`src/rtl/uart_printf_pkg.sv`:
```
// Shared types and constants for the printf arbiter.
//   state_t  : arbiter FSM states (EOL states used only with UART_PRINTF_NEWLINE_EN)
//   ASCII_*  : end-of-line bytes
//   byte_sel : byte index of the cnt-th transmitted byte, MSB byte first
package uart_printf_pkg;

    typedef enum logic [1:0] {
        IDLE   = 2'd0,
        SEND   = 2'd1,
        EOL_CR = 2'd2,
        EOL_LF = 2'd3
    } state_t;

    localparam logic [7:0] ASCII_CR = 8'h0D;
    localparam logic [7:0] ASCII_LF = 8'h0A;

    // Byte lane holding the cnt-th byte on the wire (byte 0 on the wire is the top lane).
    function automatic int unsigned byte_sel(input int unsigned cnt, input int unsigned data_num);
        return data_num - 32'd1 - cnt;
    endfunction

endpackage

```
`src/rtl/uart_printf_arbiter_rr.sv`:
```
// Combinational round-robin arbiter: rotate requests by ptr, pick the lowest
// set bit, rotate the winner back to an absolute index.
//   req     : request vector
//   ptr     : highest-priority index
//   grant_c : one-hot winner (0 when no request)
//   idx_c   : binary winner index
//   any_c   : at least one request present
module rr_arbiter #(
    parameter int unsigned NUM_REQ = 4,
    parameter int unsigned PTR_W   = (NUM_REQ > 1) ? $clog2(NUM_REQ) : 1
) (
    input  logic [NUM_REQ-1:0] req,
    input  logic [PTR_W-1:0]   ptr,
    output logic [NUM_REQ-1:0] grant_c,
    output logic [PTR_W-1:0]   idx_c,
    output logic               any_c
);

    logic [2*NUM_REQ-1:0] dbl_c;
    logic [NUM_REQ-1:0]   rot_c;

    always_comb begin
        logic found;
        int   sum;
        dbl_c   = {req, req} >> ptr;
        rot_c   = dbl_c[NUM_REQ-1:0];
        any_c   = |req;
        idx_c   = '0;
        grant_c = '0;
        found   = 1'b0;
        sum     = 0;
        for (int i = 0; i < int'(NUM_REQ); i++) begin
            if (rot_c[i] && !found) begin
                found = 1'b1;
                sum   = i + int'(ptr);
                if (sum >= int'(NUM_REQ)) sum = sum - int'(NUM_REQ);
                idx_c = PTR_W'(sum);
            end
        end
        if (any_c) grant_c = NUM_REQ'(1) << idx_c;
    end

endmodule

```
`src/rtl/uart_printf_arbiter.sv`:
```
// Shares one uart_tx byte channel among NUM_REQ printf sources. Each source
// has a one-deep holding slot; a round-robin winner is serialized MSB byte
// first over the valid/ready handshake.
// Optional: UART_PRINTF_NEWLINE_EN appends CR, LF after every message.
//   clk, rst_n      : clock (sys_clk) and async active-low reset
//   printf_i        : per-source 1-cycle request strobe
//   send_data_i     : source k message at [k*DATA_NUM*8 +: DATA_NUM*8]
//   tx_data_ready_i : uart_tx ready
//   tx_data_o       : byte to uart_tx
//   tx_data_valid_o : byte valid
//   pending_o       : holding slot k full
//   grant_o         : one-hot source being sent, 0 when idle
//   busy_o          : FSM not idle
//   drop_cnt_o      : saturating count of dropped requests
module uart_printf_arbiter
    import uart_printf_pkg::*;
#(
    parameter int unsigned NUM_REQ  = 4,
    parameter int unsigned DATA_NUM = 1,
    parameter int unsigned DROP_W   = 8
) (
    input  logic                         clk,
    input  logic                         rst_n,
    input  logic [NUM_REQ-1:0]           printf_i,
    input  logic [NUM_REQ*DATA_NUM*8-1:0] send_data_i,
    input  logic                         tx_data_ready_i,
    output logic [7:0]                   tx_data_o,
    output logic                         tx_data_valid_o,
    output logic [NUM_REQ-1:0]           pending_o,
    output logic [NUM_REQ-1:0]           grant_o,
    output logic                         busy_o,
    output logic [DROP_W-1:0]            drop_cnt_o
);

    localparam int unsigned DATA_W = DATA_NUM * 8;
    localparam int unsigned PTR_W  = (NUM_REQ > 1) ? $clog2(NUM_REQ) : 1;
    localparam int unsigned CNT_W  = (DATA_NUM > 1) ? $clog2(DATA_NUM) : 1;

    state_t                           state_q, state_d;
    logic [NUM_REQ-1:0][DATA_W-1:0]   hold_q, hold_d;
    logic [NUM_REQ-1:0]               pending_q, pending_d;
    logic [NUM_REQ-1:0]               grant_q, grant_d;
    logic [PTR_W-1:0]                 rr_ptr_q, rr_ptr_d;
    logic [CNT_W-1:0]                 cnt_q, cnt_d;
    logic [DATA_W-1:0]                shift_q, shift_d;
    logic [7:0]                       tx_data_q, tx_data_d;
    logic                             tx_valid_q, tx_valid_d;
    logic                             busy_q, busy_d;
    logic [DROP_W-1:0]                drop_q, drop_d;

    logic [NUM_REQ-1:0]               arb_grant_c;
    logic [PTR_W-1:0]                 arb_idx_c;
    logic                             arb_any_c;
    logic                             granting_c;
    logic                             accept_c;
    logic                             last_c;

    rr_arbiter #(
        .NUM_REQ (NUM_REQ),
        .PTR_W   (PTR_W)
    ) u_rr (
        .req     (pending_q),
        .ptr     (rr_ptr_q),
        .grant_c (arb_grant_c),
        .idx_c   (arb_idx_c),
        .any_c   (arb_any_c)
    );

    // Next-state, datapath and slot bookkeeping.
    always_comb begin
        state_d    = state_q;
        hold_d     = hold_q;
        pending_d  = pending_q;
        grant_d    = grant_q;
        rr_ptr_d   = rr_ptr_q;
        cnt_d      = cnt_q;
        shift_d    = shift_q;
        tx_data_d  = tx_data_q;
        tx_valid_d = tx_valid_q;
        drop_d     = drop_q;

        granting_c = (state_q == IDLE) && arb_any_c;
        accept_c   = tx_valid_q && tx_data_ready_i;
        last_c     = (cnt_q == CNT_W'(DATA_NUM - 1));

        case (state_q)
            IDLE: begin
                if (arb_any_c) begin
                    shift_d    = hold_q[arb_idx_c];
                    grant_d    = arb_grant_c;
                    rr_ptr_d   = (arb_idx_c == PTR_W'(NUM_REQ - 1)) ? '0 : arb_idx_c + PTR_W'(1);
                    cnt_d      = '0;
                    tx_valid_d = 1'b1;
                    tx_data_d  = hold_q[arb_idx_c][byte_sel(32'd0, DATA_NUM)*8 +: 8];
                    state_d    = SEND;
                end
            end
            SEND: begin
                if (accept_c) begin
                    if (last_c) begin
`ifdef UART_PRINTF_NEWLINE_EN
                        tx_data_d  = ASCII_CR;
                        state_d    = EOL_CR;
`else
                        tx_data_d  = '0;
                        tx_valid_d = 1'b0;
                        grant_d    = '0;
                        state_d    = IDLE;
`endif
                    end else begin
                        cnt_d     = cnt_q + CNT_W'(1);
                        tx_data_d = shift_q[byte_sel(32'(cnt_q) + 32'd1, DATA_NUM)*8 +: 8];
                    end
                end
            end
`ifdef UART_PRINTF_NEWLINE_EN
            EOL_CR: begin
                if (accept_c) begin
                    tx_data_d = ASCII_LF;
                    state_d   = EOL_LF;
                end
            end
            EOL_LF: begin
                if (accept_c) begin
                    tx_data_d  = '0;
                    tx_valid_d = 1'b0;
                    grant_d    = '0;
                    state_d    = IDLE;
                end
            end
`endif
            default: begin
                tx_data_d  = '0;
                tx_valid_d = 1'b0;
                grant_d    = '0;
                state_d    = IDLE;
            end
        endcase

        // Winner's slot empties; a strobe on the same edge refills it without a drop.
        if (granting_c) pending_d[arb_idx_c] = 1'b0;
        for (int k = 0; k < int'(NUM_REQ); k++) begin
            if (printf_i[k]) begin
                if (!pending_q[k] || (granting_c && arb_grant_c[k])) begin
                    hold_d[k]    = send_data_i[k*DATA_W +: DATA_W];
                    pending_d[k] = 1'b1;
                end else if (drop_d != '1) begin
                    drop_d = drop_d + DROP_W'(1);
                end
            end
        end

        busy_d = (state_d != IDLE);
    end

    // State and output registers.
    always_ff @(posedge clk or negedge rst_n) begin
        if (!rst_n) begin
            state_q    <= IDLE;
            hold_q     <= '0;
            pending_q  <= '0;
            grant_q    <= '0;
            rr_ptr_q   <= '0;
            cnt_q      <= '0;
            shift_q    <= '0;
            tx_data_q  <= '0;
            tx_valid_q <= 1'b0;
            busy_q     <= 1'b0;
            drop_q     <= '0;
        end else begin
            state_q    <= state_d;
            hold_q     <= hold_d;
            pending_q  <= pending_d;
            grant_q    <= grant_d;
            rr_ptr_q   <= rr_ptr_d;
            cnt_q      <= cnt_d;
            shift_q    <= shift_d;
            tx_data_q  <= tx_data_d;
            tx_valid_q <= tx_valid_d;
            busy_q     <= busy_d;
            drop_q     <= drop_d;
        end
    end

    assign tx_data_o       = tx_data_q;
    assign tx_data_valid_o = tx_valid_q;
    assign pending_o       = pending_q;
    assign grant_o         = grant_q;
    assign busy_o          = busy_q;
    assign drop_cnt_o      = drop_q;

endmodule

```
`config.mk`:
```
export PLATFORM = sky130hd
export DESIGN_NAME = uart_printf_arbiter
export DESIGN_NICKNAME = d
export VERILOG_FILES = /design/src/rtl/uart_printf_pkg.sv /design/src/rtl/uart_printf_arbiter_rr.sv /design/src/rtl/uart_printf_arbiter.sv
export SDC_FILE = /design/constraint.sdc
export NUM_CORES = 1
export LEC_CHECK = 0
export ABC_CLOCK_PERIOD_IN_PS = 7350
export CELL_PAD_IN_SITES_DETAIL_PLACEMENT = 0
export CELL_PAD_IN_SITES_GLOBAL_PLACEMENT = 1
export CORE_MARGIN = 5
export CORE_UTILIZATION = 40
export CTS_CLUSTER_DIAMETER = 40
export DETAILED_ROUTE_END_ITERATION = 7
export GPL_TIMING_DRIVEN = 0
export PLACE_DENSITY_LB_ADDON = 0.3
export SYNTH_ARGS = -nofsm -noshare
export SYNTH_HDL_FRONTEND = slang
export SYNTH_SLANG_ARGS = --single-unit
```
`constraint.sdc`:
```
create_clock -name clk -period 7.35 [get_ports clk]
set_clock_uncertainty 0.05 [all_clocks]
set_input_delay 1.8375 -clock clk [delete_from_list [all_inputs] [get_ports clk]]
set_output_delay 1.8375 -clock clk [all_outputs]
set_load 0.02 [all_outputs]
```
; After elaboration in Yosys (flattened, before gate mapping)
; Cells that the tools add are included.
[word_totals]
reg_bits = 71
inputBits = 39
elab_cells = 140
[op_classes]
order_cmp = 6
shifts = 3
addsub = 15
n_mux = 58
bitwise_logic = 2
reduce_logical = 33
eq_ne = 9
[op_table]
columns = operator, n
row1 = $mux 8, 16
row2 = $shiftx 8x33->8, 1
row3 = $add 8x1->8 const B, 4
row4 = $ne 8x8->1 const B, 4
row5 = $mux 2, 12
row6 = $mux 4, 5
row7 = $mux 1, 18
row8 = $bmux 8 s2, 1
row9 = $pmux 8 s2, 1
row10 = $reduce_and 2->1, 6
row11 = $logic_and 1x1->1, 10
row12 = $ge 3x3->1 const B, 3
row13 = $pmux 4 s2, 1
row14 = $shr 8x2->4, 1
row15 = $sub 2x1->2 const B, 4
row16 = $logic_not 1->1, 7
row17 = $add 2x2->3 const A, 2
row18 = $ne 2x2->1 const B, 3
row19 = $reduce_and 3->1, 2
row20 = $and 4x4->4, 1
row21 = $logic_or 1x1->1, 4
row22 = $not 4->4, 1
row23 = $pmux 1 s2, 2
row24 = $pmux 2 s2, 1
row25 = 15 further kinds, 16

; Depth between registers and ports, before layout
; Gate-level depths: netlist of the first run.
[depth]
ltp_word = 29
ltp_mapped = 29
mapped_depth_nobuf = 26

; Cells and area by module
; A second synthesis of the first run with hierarchy kept.
[hier_totals]
cells_unflattened = 387
hier_area_um2 = 3966.3
[by_module_without_submodules]
columns = module, instances, area_per_inst_um2, seq_area_each_um2, cells_per_inst
row1 = uart_printf_arbiter, 1, 3783.6, 1551.5, 355
row2 = rr_arbiter, 1, 182.7, 0.0, 32

; Least setup slack after synthesis of the first run
; OpenSTA, ideal clock, no wires.
[synth_path]
path_type = register to register
startpoint = register pending_q[1] (netlist: pending_o[1])
endpoint = register drop_q[1] (netlist: drop_cnt_o[1])
t_arrival_ns = 6.381
t_required_ns = 7.175
n_path_buf = 3
setup_slack_ns = 0.794
stages_incl_launch_ff = 28
setup_time_ns = 0.125
cell_sequence = dfrtp_1 > nor3b_1 > o32a_1 > clkbuf_1 > clkbuf_1 > inv_1 > ha_1 > or3b_4 > nand3_4 > nor2_1 > mux2_2 > ha_1 > o21ai_2 > o21ai_0 > xnor2_1 > ha_1 > clkbuf_1 > nand2_1 > or3_1 > o211ai_1 > and4bb_4 > nor2_1 > mux2_2 > ha_1 > o211ai_1 > and2b_1 > a21oi_2 > mux2_4
[synth_via]
elab_chain_cells = 29
elab_cells_between_ends = 44
classes_between = add/sub: 3 / eq/ne: 3 / shift: 2 / mux: 19 / reduce/logical: 17
[synth_lines]
columns = item, line_no
row1 = start: declaration, uart_printf_arbiter.sv:41  ; logic [NUM_REQ-1:0] pending_q, pending_d;
row2 = start signal: assignment, uart_printf_arbiter.sv:173  ; pending_q <= pending_d;
row3 = $shr 8x2->4, uart_printf_arbiter_rr.sv:25  ; dbl_c = {req, req} >> ptr;
row4 = $mux 1, uart_printf_arbiter_rr.sv:33  ; if (rot_c[i] && !found) begin
row5 = $logic_not 1->1, uart_printf_arbiter_rr.sv:33
row6 = $logic_and 1x1->1, uart_printf_arbiter_rr.sv:33
row7 = $mux 1, uart_printf_arbiter_rr.sv:33
row8 = $logic_not 1->1, uart_printf_arbiter_rr.sv:33
row9 = $logic_and 1x1->1, uart_printf_arbiter_rr.sv:33
row10 = $mux 1, uart_printf_arbiter_rr.sv:33
row11 = (+14 left out), n/a
row12 = $mux 8, uart_printf_arbiter.sv:147  ; end else if (drop_d != '1) begin
row13 = $mux 8, uart_printf_arbiter.sv:144  ; if (!pending_q[k] || (granting_c && arb_grant_c[k])) begin
row14 = $mux 8, uart_printf_arbiter.sv:143  ; if (printf_i[k]) begin
row15 = $add 8x1->8 or $ne 8x8->1 (tied branches), "uart_printf_arbiter.sv:148, uart_printf_arbiter.sv:147"
row16 = $mux 8, uart_printf_arbiter.sv:147
row17 = $mux 8, uart_printf_arbiter.sv:144
row18 = $mux 8 *, uart_printf_arbiter.sv:143
row19 = net drop_d[1], uart_printf_arbiter.sv:49  ; logic [DROP_W-1:0] drop_q, drop_d;
row20 = end signal: assignment, uart_printf_arbiter.sv:181  ; drop_q <= drop_d;
row21 = end: declaration, uart_printf_arbiter.sv:49
; The timed path passes the listed nets; every way through them passes the cells marked *.
; A chain may end at the register's enable or synchronous reset.

; Worst setup path after layout of the first run
[layout_path]
startpoint = input printf_i[0]
endpoint = register drop_q[1] (netlist: drop_cnt_o[1])
[layout_via]
elab_chain_cells = 13
elab_cells_between_ends = 16
classes_between = add/sub: 3 / eq/ne: 3 / mux: 10
[layout_lines]
columns = item, line_no
row1 = start: declaration, uart_printf_arbiter.sv:24  ; input logic [NUM_REQ-1:0] printf_i,
row2 = $mux 8 *, uart_printf_arbiter.sv:143
row3 = $add 8x1->8 or $ne 8x8->1 (tied branches), "uart_printf_arbiter.sv:148, uart_printf_arbiter.sv:147"
row4 = $mux 8, uart_printf_arbiter.sv:147
row5 = $mux 8, uart_printf_arbiter.sv:144
row6 = $mux 8 *, uart_printf_arbiter.sv:143
row7 = $add 8x1->8 or $ne 8x8->1 (tied branches), "uart_printf_arbiter.sv:148, uart_printf_arbiter.sv:147"
row8 = $mux 8, uart_printf_arbiter.sv:147
row9 = $mux 8, uart_printf_arbiter.sv:144
row10 = $mux 8 *, uart_printf_arbiter.sv:143
row11 = $add 8x1->8 or $ne 8x8->1 (tied branches), "uart_printf_arbiter.sv:148, uart_printf_arbiter.sv:147"
row12 = $mux 8, uart_printf_arbiter.sv:147
row13 = $mux 8, uart_printf_arbiter.sv:144
row14 = $mux 8 *, uart_printf_arbiter.sv:143
row15 = net drop_d[1], uart_printf_arbiter.sv:49
; Marks and branches as above.

==> results of run 1 <==
-- worst max-delay path, cell delays in order --
cell and delay (ps):
clkdlybuf4s50_1 620, nand3_4 180, nor2_2 220, mux2_2 370, ha_1 230, o21ai_2 140, o21ai_0 190, xnor2_1 290
ha_1 200, clkbuf_1 280, nand2_1 70, or3_1 320, o211ai_1 230, and4bb_4 340, nor2_1 70, mux2_2 290
ha_1 240, o211ai_1 170, and2b_1 290, a21oi_2 240, mux2_4 320
-- power by group --
part	internal, mW	leakage (nW)	switching [mW]	total, mW
clock	0.167	0.104	0.139	0.306
sequential	0.497	0.746	0.117	0.614
combinational	0.637	1.17	0.739	1.38
total	1.30	2.02	0.995	2.30
-- cell families (layout without fill, tap and decap cells) --
group / Yosys count / after routing
other: 1 / 1
XOR/XNOR: 10 / 10
AND/OR/NAND/NOR: 137 / 137
flip-flops: 62 / 62
AO/OA/AOI/OAI: 74 / 74
multiplexers: 64 / 64
adder cells (fa/ha/maj): 8 / 8
buffers and inverters: 19 / 101
-- cells in the final DEF (no fill, tap or decap), types with 8 or more instances in the layout --
cell,count
dfrtp_1,61
ha_1,8
o21ai_0,11
nand3_1,10
nand2b_1,10
a32o_1,8
clkdlybuf4s50_1,63
nor2_1,14
clkbuf_1,8
a21oi_1,9
clkbuf_8,10
mux2_2,38
nor3_1,8
mux2i_1,23
nand2_1,42
-- per-layer routing --
layer / part of all wire, % / GRT usage (%) / vias up
met5: 0 / 0 / -
met4: 1.4 / 6.041 / 0
met3: 4.6 / 3.316 / 14
met2: 49 / 29.83 / 88
met1: 45 / 22.97 / 1606
li1: - / - / 1546
-- stage by stage --
stage | instance area [µm²] | power [mW] | TNS, ps | hold slack, ps
floorplan | 3906 | 1.582 | 0 | 428.7
global placement | 4713 | 1.952 | -184.5 | 419.6
detailed placement | 4728 | 1.978 | -381.7 | 421.4
CTS | 4925 | 2.292 | 0 | 440.4
global route | 4947 | 2.481 | 0 | 464.9
finish | 4947 | 2.295 | 0 | 436.4
-- registers in the layout, indices dropped and copies added, names as in the netlist --
name	count
hold_q	32
pending_o	4
state_q	2
rr_ptr_q	2
tx_data_valid_o	1
tx_data_o	8
grant_o	4
drop_cnt_o	8
busy_o	1
-- worst paths after layout --
path	startpoint	to	slack [ps]	depth (start not counted)
max	printf_i[0]	drop_cnt_o[1]	370	21
min	grant_o[1]	grant_o[1]	440	2
max reg2reg	rr_ptr_q[1]	drop_cnt_o[1]	530	27
min reg2reg	grant_o[1]	grant_o[1]	440	2
max in group asynchronous	rst_n	pending_o[0]	5170	2
min in group asynchronous	rst_n	hold_q[30]	1460	1
-- final cells by class --
cell class                 instances  area share [%]
multi-input combinational        294           45.68
sequential                        62           31.39
timing repair buffer              67           13.56
tap                              133           3.364
clock buffer                      11           2.858
buffer                            14           1.694
clock inverter                     5           1.163
inverter                           4          0.3035
-- timing repair --
| item | in CTS | in global routing |
|---|---|---|
| gates resized for setup | 1 | 5 |
| endpoints found under the setup margin | 4 | 7 |
| setup buffers | 0 | 2 |
| pin swaps | 0 | 1 |
==> results.sh, run 1 <==
export IMPL_outcome="finished clean"
export IMPL_rsz0062_at_grt="no"
export IMPL_totalWireLength_um=9888
export IMPL_final_setup_viol_count=0
export IMPL_muxShareOfSynthArea_pct=17.81
export IMPL_synth_top_family_by_area="simple AND/OR/NAND/NOR gates"
export IMPL_final_cells=590
export IMPL_ir_worst_vdd_mv=0.1702
export IMPL_avgRoutedWirePerCell_um=16.76
export IMPL_cts_sinks=62
export IMPL_finish_utilization_pct=51.32
export IMPL_grt_pass1_vias=3398
export IMPL_cts_root_buf="clkbuf_8"
export IMPL_netlist_area_um2=3906
export IMPL_leakage_nw=2.019
export IMPL_max_cap_viol_count=0
export IMPL_fp_row_count=36
export IMPL_synth_seq_area_share_pct=39.72
export IMPL_hp_class="reg -> reg"
export IMPL_grt_max_degree=37
export IMPL_grt_overflow=0
export IMPL_antenna_left=0
export IMPL_antenna_found_initial=0
export IMPL_track_usage_pct=17.74
export IMPL_worstPathArrival_ps=7140
export IMPL_maxSlewViolCount=0
export IMPL_timing_fmax_mhz=143.3
export IMPL_hold_viol=0
export IMPL_multi_input_area_um2=2260
export IMPL_yosys_area_share_xor_xnor_pct=2.434
export IMPL_boundaryPins=65
export IMPL_place_ws_ps=-250.1
export IMPL_end_kind="register"
export IMPL_clock_latency_ps=340
export IMPL_initial_utilization_pct=40.52
export IMPL_cts_made_buffers=9
export IMPL_cts_htree_levels=3
export IMPL_ys_seq_elements=62
export IMPL_drc=0
export IMPL_cts_tree="built"
export IMPL_core_um2=9639
export IMPL_worstMarginPinSlew_ps=763.9
export IMPL_worst_ep_required_time_ps=7520
export IMPL_yosys_area_share_simple_pct=19.96
export IMPL_synth_top_cell_by_area="dfrtp_1"
export IMPL_dieHeight_um=108.8
export IMPL_syn_inst=375
export IMPL_relSlewSlack_pct=48.68
export IMPL_netlist_top_cells_area="dfrtp_1, mux2_2, mux2i_1, nand2_1, ha_1"
export IMPL_synth_top_cell_area_share_pct=39.72
export IMPL_synth_compound_area_share_pct=14.89
export IMPL_synth_edf_count=0
export IMPL_ys_flop_type="dfrtp_1"
export IMPL_dpl_hpwl_um=7667
export IMPL_synth_cell_types=73
export IMPL_postLayoutSetupSlackWorst_ps=373.4
export IMPL_finalNetCount=499
export IMPL_fill_cells=936
export IMPL_period_share_pct=94.92
export IMPL_gp_congestion=0.8923
export IMPL_die_x_um=108.8
export IMPL_synth_area_per_cell_um2=10.42
export IMPL_syn_to_final_growth_pct=26.65
export IMPL_worst_setup_path_start_kind="input port"
export IMPL_clockBufferDepth=2
export IMPL_crit_type="in -> reg"
export IMPL_drtIter0Drc=99
export IMPL_path_clk_slew_ps=80
export IMPL_placed_cells=573
export IMPL_die_area_um2=11840
export IMPL_synth_net_count=422
export IMPL_ys_top_cells_by_count="dfrtp_1, nand2_1, mux2_2"
export IMPL_synth_fa_ha_area_share_pct=2.562
export IMPL_cp_max_fo=9
export IMPL_num_antenna_cells=0
export IMPL_yosysMostFrequentCell="dfrtp_1"
export IMPL_async_flop_share_pct=100.0
export IMPL_cts_hold_buf=0
export IMPL_min_period_ps=6977
export IMPL_portBuffers=64
export IMPL_yosys_warnings=0
export IMPL_vias=3254
export IMPL_seqCellArea_um2=1553
export IMPL_first_pass_iters=4
export IMPL_final_layout_size_suffix_gt1_share_pct=19.69
export IMPL_avgViaCountPerCell=5.515
export IMPL_p_per_area_nw_per_um2=463.9
export IMPL_grt_pass1_wl_um=16550
(Power assumes the default switching activity.)
==> run 2: changes to the inputs <==
--- a/config.mk
+++ b/config.mk
@@ -14,6 +14,7 @@
 export DETAILED_ROUTE_END_ITERATION = 7
 export GPL_TIMING_DRIVEN = 0
 export PLACE_DENSITY_LB_ADDON = 0.3
+export SLEW_MARGIN = 40
 export SYNTH_ARGS = -nofsm -noshare
 export SYNTH_HDL_FRONTEND = slang
 export SYNTH_SLANG_ARGS = --single-unit
==> results.sh, run 2 (synthesis results as in run 1) <==
export IMPL_outcome="finished clean"
export IMPL_rsz0062_at_grt="no"
export IMPL_path_clk_slew_ps=80
export IMPL_grt_overflow=0
export IMPL_hold_viol=0
export IMPL_first_pass_iters=4
export IMPL_syn_to_final_growth_pct=26.84
export IMPL_critical_path_max_stage_delay_ps=620
export IMPL_die_area_um2=11840
export IMPL_cts_made_buffers=9
export IMPL_regMostFlops="hold_q"
export IMPL_portBuffers=64
export IMPL_crit_chain="clkdlybuf4s50_1 -> nand3_4 -> nor2_2 -> mux2_2 -> ha_1 -> o21ai_2 -> o21ai_0 -> xnor2_1 -> ha_1 -> clkbuf_1 -> nand2_1 -> or3_1 -> o211ai_1 -> and4bb_4 -> nor2_1 -> mux2_2 -> ha_1 -> o211ai_1 -> and2b_1 -> a21oi_2 -> mux2_4"
export IMPL_avgViaCountPerCell=5.503
export IMPL_crit_type="in -> reg"
export IMPL_clock_latency_ps=340
export IMPL_finalNetCount=499
export IMPL_fp_row_count=36
export IMPL_antenna_found_initial=0
export IMPL_cts_root_buf="clkbuf_8"
export IMPL_cts_tree="built"
export IMPL_ir_worst_vdd_mv=0.1700
export IMPL_track_usage_pct=17.74
export IMPL_grt_pass1_vias=3398
export IMPL_finish_utilization_pct=51.40
export IMPL_initial_utilization_pct=40.52
export IMPL_final_cells=590
export IMPL_placed_cells=573
export IMPL_end_kind="register"
export IMPL_period_share_pct=95.08
export IMPL_worstMarginPinSlew_ps=668.2
export IMPL_crit_top_cell="ha_1"
export IMPL_place_ws_ps=-250.1
export IMPL_cp_max_fo=9
export IMPL_totalWireLength_um=9897
export IMPL_cp_slowest_cell="clkdlybuf4s50_1"
export IMPL_grt_max_degree=37
export IMPL_final_setup_viol_count=0
export IMPL_boundaryPins=65
export IMPL_dieHeight_um=108.8
export IMPL_hp_class="reg -> reg"
export IMPL_relSlewSlack_pct=55.04
export IMPL_worstPathArrival_ps=7160
export IMPL_leakage_nw=2.021
export IMPL_antenna_left=0
export IMPL_num_antenna_cells=0
export IMPL_final_cell_mix="clkdlybuf4s50_1, dfrtp_1, nand2_1"
export IMPL_cts_hold_buf=0
export IMPL_gp_congestion=0.8923
export IMPL_grt_pass1_wl_um=16550
export IMPL_vias=3247
export IMPL_die_x_um=108.8
export IMPL_dpl_hpwl_um=7666
export IMPL_worst_ep_required_time_ps=7520
export IMPL_postLayoutSetupSlackWorst_ps=361.6
export IMPL_avgRoutedWirePerCell_um=16.77
export IMPL_maxSlewViolCount=0
export IMPL_layout_commonest_cell="clkdlybuf4s50_1"
export IMPL_final_layout_size_suffix_gt1_share_pct=19.91
export IMPL_clockBufferDepth=2
export IMPL_worst_setup_path_start_kind="input port"
export IMPL_core_um2=9639
export IMPL_cts_htree_levels=3
export IMPL_drtIter0Drc=115
export IMPL_largest_reg_flops=32
export IMPL_max_cap_viol_count=0
export IMPL_p_per_area_nw_per_um2=463.4
export IMPL_drc=0
export IMPL_timing_fmax_mhz=143.1
export IMPL_cts_sinks=62
export IMPL_min_period_ps=6988
==> run 2: per-stage QoR <==
stage | hold slack [ps] | power, mW | area (µm²) | setup TNS, ps
floorplan | 428.7 | 1.582 | 3906 | 0
global placement | 419.6 | 1.952 | 4713 | -184.5
detailed placement | 421.4 | 1.979 | 4731 | -381.7
CTS | 440.4 | 2.292 | 4927 | 0
global route | 464.9 | 2.481 | 4955 | 0
finish | 437.0 | 2.296 | 4955 | 0
==> run 2: final cells by class <==
cell class,count,area (µm²)
repair buffers,67,673.1
multi-input cells,294,2265
clock inverters,5,57.56
clock buffers,11,141.4
inverters,4,15.01
fillers,936,4684
well taps,133,166.4
plain buffers,14,83.83
flip-flops and latches,62,1553
==> run 2: final timing paths <==
path | startpoint | to | slack, ps | cells past startpoint
worst max-delay path | printf_i[0] | drop_cnt_o[1] | 360 | 21
worst min-delay path | grant_o[1] | grant_o[1] | 440 | 2
worst max register to register | rr_ptr_q[1] | drop_cnt_o[1] | 520 | 27
worst min register to register | grant_o[1] | grant_o[1] | 440 | 2
max in group asynchronous | rst_n | pending_o[0] | 5380 | 2
min in group asynchronous | rst_n | hold_q[30] | 1350 | 1
==> run 2: what timing repair did <==
item | CTS | global route
setup endpoints to repair | 4 | 7
pin swaps | 0 | 1
setup buffers | 0 | 2
gates resized for setup | 1 | 5
==> run 2: worst max-delay path: cells and delay by family <==
| kind | cells | cell delay [ps] |
|---|---|---|
| simple gates | 7 | 1480 |
| compound gates | 5 | 980 |
| mux | 3 | 980 |
| buf+inv | 2 | 900 |
| fa+ha+maj | 3 | 670 |
| xor+xnor | 1 | 290 |
==> run 2: layer usage <==
metal / track usage [%] / wire, µm / up-vias
met5: 0 / 0 / -
met4: 6.041 / 128 / 0
met3: 3.316 / 434 / 14
met2: 29.83 / 4899 / 78
met1: 22.97 / 4435 / 1607
li1: - / - / 1548
==> run 2: power by group <==
group          switching [mW]  total [mW]  internal (mW)
clock network           0.140       0.306          0.167
logic                   0.738        1.37          0.636
registers               0.119       0.615          0.497
total                   0.996        2.30           1.30
